==> src/rtl/regfile_pkg.sv <==
// Shared defaults, types and helpers for the multi-port register file.
package regfile_pkg;

  localparam int unsigned XLEN_DEF   = 32;
  localparam int unsigned DEPTH_DEF  = 32;
  localparam int unsigned ADDR_W_DEF = 5;

  // Width used to compare addresses against DEPTH independent of ADDR_W
  localparam int unsigned ADDR_CMP_W = 32;

  typedef logic [XLEN_DEF-1:0]   word_t;
  typedef logic [ADDR_W_DEF-1:0] reg_addr_t;

  // True when addr names an implemented register (DEPTH need not be a power of 2)
  function automatic logic addr_in_range(input logic [ADDR_CMP_W-1:0] addr,
                                         input int unsigned           depth);
    return addr < depth;
  endfunction

endpackage

==> src/rtl/regfile_rd_port.sv <==
// One read port: range check, zero/bypass/storage select, registered ack/data/err.
module regfile_rd_port
  import regfile_pkg::*;
#(
  parameter int unsigned XLEN     = XLEN_DEF,
  parameter int unsigned DEPTH    = DEPTH_DEF,
  parameter int unsigned ADDR_W   = ADDR_W_DEF,
  parameter bit          ZERO_REG = 1'b1,
  parameter bit          BYPASS   = 1'b1
) (
  input  logic                    clk,
  input  logic                    reset,
  input  logic [ADDR_W-1:0]       rd_addr,
  input  logic                    rd_addr_valid,
  input  logic [DEPTH*XLEN-1:0]   mem_flat,
  input  logic [ADDR_W-1:0]       wr_addr,
  input  logic [XLEN-1:0]         wr_data,
  input  logic                    wr_fwd_valid,
  output logic [XLEN-1:0]         rd_data,
  output logic                    rd_data_ack,
  output logic                    rd_err
);

  logic [XLEN-1:0] rd_data_q, rd_data_d;
  logic            rd_ack_q, rd_ack_d;
  logic            rd_err_q, rd_err_d;
  logic [XLEN-1:0] stored_c;
  logic            in_range_c;
  logic            is_zero_c;
  logic            bypass_hit_c;

  // Decode the address into the stored word; out-of-range addresses match nothing
  always_comb begin
    stored_c = '0;
    for (int unsigned j = 0; j < DEPTH; j++) begin
      if (rd_addr == ADDR_W'(j)) begin
        stored_c = mem_flat[j*XLEN +: XLEN];
      end
    end
  end

  // Classify the request: range, hard-wired zero, and same-cycle write match
  always_comb begin
    in_range_c   = addr_in_range(ADDR_CMP_W'(rd_addr), DEPTH);
    is_zero_c    = ZERO_REG && (rd_addr == '0);
    bypass_hit_c = BYPASS && wr_fwd_valid && (wr_addr == rd_addr);
  end

  // Next output values in priority order: range error, zero reg, bypass, storage
  always_comb begin
    rd_ack_d  = rd_addr_valid;
    rd_data_d = rd_data_q;
    rd_err_d  = 1'b0;
    if (rd_addr_valid) begin
      if (!in_range_c) begin
        rd_data_d = '0;
        rd_err_d  = 1'b1;
      end else if (is_zero_c) begin
        rd_data_d = '0;
      end else if (bypass_hit_c) begin
        rd_data_d = wr_data;
      end else begin
        rd_data_d = stored_c;
      end
    end
  end

  // Output registers with synchronous reset
  always_ff @(posedge clk) begin
    if (reset) begin
      rd_data_q <= '0;
      rd_ack_q  <= 1'b0;
      rd_err_q  <= 1'b0;
    end else begin
      rd_data_q <= rd_data_d;
      rd_ack_q  <= rd_ack_d;
      rd_err_q  <= rd_err_d;
    end
  end

  assign rd_data     = rd_data_q;
  assign rd_data_ack = rd_ack_q;
  assign rd_err      = rd_err_q;

endmodule

==> src/rtl/regfile_mp.sv <==
// Parametrised multi-port register file: storage, write path and NUM_RD read ports.
module regfile_mp
  import regfile_pkg::*;
#(
  parameter int unsigned XLEN     = XLEN_DEF,
  parameter int unsigned DEPTH    = DEPTH_DEF,
  parameter int unsigned ADDR_W   = ADDR_W_DEF,
  parameter int unsigned NUM_RD   = 2,
  parameter bit          ZERO_REG = 1'b1,
  parameter bit          BYPASS   = 1'b1
) (
  input  logic                     clk,
  input  logic                     reset,
  input  logic [NUM_RD*ADDR_W-1:0] rd_addr,
  input  logic [NUM_RD-1:0]        rd_addr_valid,
  output logic [NUM_RD*XLEN-1:0]   rd_data,
  output logic [NUM_RD-1:0]        rd_data_ack,
  output logic [NUM_RD-1:0]        rd_err,
  input  logic [ADDR_W-1:0]        wr_addr,
  input  logic [XLEN-1:0]          wr_data,
  input  logic                     wr_data_valid,
  output logic                     wr_ack,
  output logic                     wr_err
);

  logic [XLEN-1:0]       mem_q [DEPTH];
  logic [XLEN-1:0]       mem_d [DEPTH];
  logic [DEPTH*XLEN-1:0] mem_flat_c;
  logic                  wr_ack_q, wr_ack_d;
  logic                  wr_err_q, wr_err_d;
  logic                  wr_in_range_c;
  logic                  wr_zero_c;
  logic                  wr_legal_c;

  // Write legality: in range and not the hard-wired zero register
  always_comb begin
    wr_in_range_c = addr_in_range(ADDR_CMP_W'(wr_addr), DEPTH);
    wr_zero_c     = ZERO_REG && (wr_addr == '0);
    wr_legal_c    = wr_data_valid && wr_in_range_c && !wr_zero_c;
  end

  // Storage next state: only a legal write changes one entry
  always_comb begin
    mem_d = mem_q;
    if (wr_legal_c) begin
      for (int unsigned j = 0; j < DEPTH; j++) begin
        if (wr_addr == ADDR_W'(j)) begin
          mem_d[j] = wr_data;
        end
      end
    end
  end

  // Write response: every request is acked, out-of-range ones flag an error
  always_comb begin
    wr_ack_d = wr_data_valid;
    wr_err_d = wr_data_valid && !wr_in_range_c;
  end

  // Storage and write-response registers with synchronous reset
  always_ff @(posedge clk) begin
    if (reset) begin
      for (int unsigned j = 0; j < DEPTH; j++) begin
        mem_q[j] <= '0;
      end
      wr_ack_q <= 1'b0;
      wr_err_q <= 1'b0;
    end else begin
      mem_q    <= mem_d;
      wr_ack_q <= wr_ack_d;
      wr_err_q <= wr_err_d;
    end
  end

  // Flatten storage so every read port sees the same pre-write contents
  always_comb begin
    mem_flat_c = '0;
    for (int unsigned j = 0; j < DEPTH; j++) begin
      mem_flat_c[j*XLEN +: XLEN] = mem_q[j];
    end
  end

  assign wr_ack = wr_ack_q;
  assign wr_err = wr_err_q;

  for (genvar i = 0; i < NUM_RD; i++) begin : g_rd
    regfile_rd_port #(
      .XLEN     (XLEN),
      .DEPTH    (DEPTH),
      .ADDR_W   (ADDR_W),
      .ZERO_REG (ZERO_REG),
      .BYPASS   (BYPASS)
    ) u_rd_port (
      .clk           (clk),
      .reset         (reset),
      .rd_addr       (rd_addr[i*ADDR_W +: ADDR_W]),
      .rd_addr_valid (rd_addr_valid[i]),
      .mem_flat      (mem_flat_c),
      .wr_addr       (wr_addr),
      .wr_data       (wr_data),
      .wr_fwd_valid  (wr_legal_c),
      .rd_data       (rd_data[i*XLEN +: XLEN]),
      .rd_data_ack   (rd_data_ack[i]),
      .rd_err        (rd_err[i])
    );
  end

endmodule
==> config.mk <==
export PLATFORM = sky130hd
export DESIGN_NAME = regfile_mp
export DESIGN_NICKNAME = d
export VERILOG_FILES = /design/src/rtl/regfile_pkg.sv /design/src/rtl/regfile_rd_port.sv /design/src/rtl/regfile_mp.sv
export SDC_FILE = /design/constraint.sdc
export NUM_CORES = 2
export LEC_CHECK = 0
export BUFFER_PORTS_ARGS = -buffer_cell sky130_fd_sc_hd__clkbuf_2
export CAP_MARGIN = 30
export CORE_ASPECT_RATIO = 0.75
export CORE_UTILIZATION = 33
export CTS_BUF_LIST = sky130_fd_sc_hd__clkbuf_8
export CTS_CLUSTER_DIAMETER = 200
export CTS_CLUSTER_SIZE = 30
export DETAILED_ROUTE_END_ITERATION = 8
export PLACE_DENSITY_LB_ADDON = 0.12
export SETUP_SLACK_MARGIN = 0.4
export SYNTH_ARGS = -nofsm -noshare
export SYNTH_HDL_FRONTEND = slang
export SYNTH_SLANG_ARGS = --single-unit
==> constraint.sdc <==
create_clock -name clk -period 2.6 [get_ports clk]
set_clock_uncertainty 0.2 [all_clocks]
set_input_delay 0 -clock clk [delete_from_list [all_inputs] [get_ports clk]]
set_output_delay 0 -clock clk [all_outputs]
set_load 0.02 [all_outputs]
==> results.md <==
* DRC violations left at 6
* Post-synth EDFFs at 0
* Register area share after synthesis at ~40%
* Avg Cell Area, Syn at approximately 7.3 sq um
* RSZ-0062 raised after global routing: yes
* Fin Hold WS at -0.320 ns
* Layout Area Growth over Synthesis at 29.4%
* Pre-Repair DR Iteration Count at 9
* Fin. Hold Viols at 5
* Initial antenna violation count at 37
* # rows at ~130
* Hold Crit Class: input port to register
* Chip Height at ~350 um
* Met3 usage at between 15 and 20%
* Most common library cell in the layout ignoring fill and taps: nand2_1
* P per Cell Area at around 420 nW/um^2
* Netlist Area Pre-Place at between 50,000 and 60,000 sq um
* Clock Path Buffers at 3
* Remaining Overflow, GRT at 0
* Worst Tran Pin Value at 1.16 ns
* Final design area excluding fillers at about 68,000 sq um
* Max_cap viols at 0
* Slew Limit Headroom at 22.9%
* Met1 track demand over resource at a little under two thirds
* Grt met2 use at between 70% and 80%
* Placed cell area at ~65,000 sq um
* Worst Hold Path Cells at 3
* Most used DFF post-synth: dfxtp_1
* Final setup margin at around 0.038 ns
* Largest net degree at the start of global routing at roughly 190
* Yosys reg bits at 1,059
* TritonCTS Buffers at just over 40
* Initial drt markers at between 10,000 and 15,000
* Peak Freq at 390 MHz
* Critical path launch point type: register
* Failing checks: design-rule violations, negative hold slack
* Starting Density at 33.4%
* Vias per inst at about 6.7
* Final setup TNS at 0 ns
* Max FO, Critical Path at 3
* Die ar. at between 150,000 and 200,000 sq um
* Distinct cell type count after synthesis at between 90 and 100
* Global-route wire length before repair at around 560 mm
* Outcome: finished, violations left
* Endpoint class of the critical path: register
* Root buf cell: clkbuf_8
* GP Congestion at ~1.1
* GRT Util Overall at between 50% and 60%
* H-tree depth at 2
* Setup WS pre-CTS at -0.819 ns
* I/O Buffers at approximately 120
* Reg clk slew, reported paths at 0.28 ns
* R2R Setup Slk at 0.04 ns
* Share of cells above drive strength 1 at between 20% and 30%
* Mapped Cells at between 7,000 and 8,000
* Minimum clock period at about 2.6 ns
* Slew Viols, Final at 0
* Io pins at 122
* Critical Path RT at roughly 3.3 ns
* GR peak layer: met2
* Clk_lat worst skew at 0.98 ns
* Final WL at 424 mm
* Leakage at 24.0 nW
* Via count at ~68,000
* # nets final at between 8,000 and 9,000
* Routed len/inst at 41.8 um
* CTS Sinks at ~1,100
* Most frequent cells in the layout: nand2_1 (2,198), a21oi_1 (1,171), dfxtp_1 (991)
* Asr flop ratio synth at 0%
* Worst Reg-to-Reg Cells at 6
* Kind of critical path: register to register
* Crit path arrival time at approximately 3.2 ns
* DP HPWL at ~300 mm
* Vias in the first global route at 61,787
* Final ANT Viol Nets at 0
* Util after Layout at around 43%
* CTS tree: yes
* VDD IR max at 0.000437 V
* Core Area at roughly 160,000 sq um
* Ys Warns at 0
* Final Setup Violations at 0
* Final period utilization at a little over nine tenths
* Die X at approximately 460 um
[state kept, by name, indices dropped and copies added, names as in the netlist]
name and flops:
wr_ack 1, mem_flat_c 992, g_rd.u_rd_port.rd_data_ack 2, g_rd.u_rd_port.rd_data 64
[timing repair]
action	CTS	global route
setup buffers	7	10
endpoints found under the hold margin	1059	199
endpoints found under the setup margin	35	100
hold buffers	138	16
pin swaps	35	49
gates resized for setup	143	131
[kinds of logic (layout without fill, tap and decap cells)]
group / Yosys count / in the layout / share of synthesized area (%)
other cells: 1 / 28 / 0.00711
mux: 49 / 49 / 1.02
buf+inv: 746 / 1504 / 6.17
flops: 1059 / 1059 / 40.2
xor+xnor: 10 / 10 / 0.166
compound gates: 2365 / 2365 / 28.1
simple gates: 3020 / 3020 / 24.4
[report_power, final]
group / leakage [nW] / internal [mW] / switching [mW]
clock network: 0.318 / 1.49 / 6.00
logic: 15.1 / 1.44 / 3.27
registers: 8.58 / 16.4 / 0.184
[cell usage after synthesis (17+ instances only)]
cell type	count	area share, %
buf_4	35	0.50
o211ai_1	42	0.60
a21oi_1	1181	11
nor4_1	23	0.27
mux2i_1	30	0.57
a211oi_1	38	0.54
o21ai_0	167	1.6
clkbuf_1	495	3.5
a222oi_1	29	0.55
a32oi_1	19	0.32
a31oi_1	33	0.39
a221o_1	17	0.32
inv_1	19	0.14
o22ai_1	44	0.52
a221oi_1	72	1.2
nand2_1	2220	16
a22o_1	39	0.65
nor3_1	54	0.51
a21o_1	18	0.26
a2111oi_0	36	0.60
nor2_1	197	1.4
buf_2	153	1.5
mux2_2	17	0.36
nor2b_1	27	0.32
nand4_1	91	1.1
nand2b_1	17	0.20
a22oi_1	481	6.8
o221ai_1	25	0.41
and3_1	95	1.1
nor2_2	25	0.30
nand3_1	151	1.4
dfxtp_1	1059	40
[worst max-delay path, stage by stage (launching register included)]
cell and delay, ns:
dfxtp_2 0.41, a221oi_1 0.34, buf_4 0.19, nand3_1 0.07
o211ai_1 0.84, buf_4 0.29, a221oi_2 0.06
[worst paths after layout]
kind                   start                      endpoint
max          mem_flat_c[352]  g_rd[1].u_rd_port.rd_data[0]
min                    reset               mem_flat_c[968]
max reg2reg  mem_flat_c[352]  g_rd[1].u_rd_port.rd_data[0]
min reg2reg  mem_flat_c[953]               mem_flat_c[953]
[layout make-up]
class | count | area (sq um)
clock buffer | 42 | 578
timing repair buffer | 1438 | 13800
clock inverter | 2 | 38.8
multi-input combinational | 5447 | 29800
fill | 16117 | 89800
sequential | 1059 | 21300
tap | 2112 | 2640
inverter | 22 | 82.6
antenna | 25 | 62.6
[stage by stage]
step	total power, mW	instances
after detailed placement	21.0	9908
after global placement	21.0	9902
after floorplan	18.4	7252
final	28.8	10147
after global routing	29.1	10125
after CTS	28.3	10097
[per-layer routing]
| metal | vias to the layer above | wire (um) |
|---|---|---|
| li1 | 27056 | - |
| met1 | 32962 | 158000 |
| met2 | 6182 | 168000 |
| met3 | 1587 | 58600 |
| met4 | 26 | 38700 |
| met5 | - | 274 |
Power figures use the tool's default switching activity.
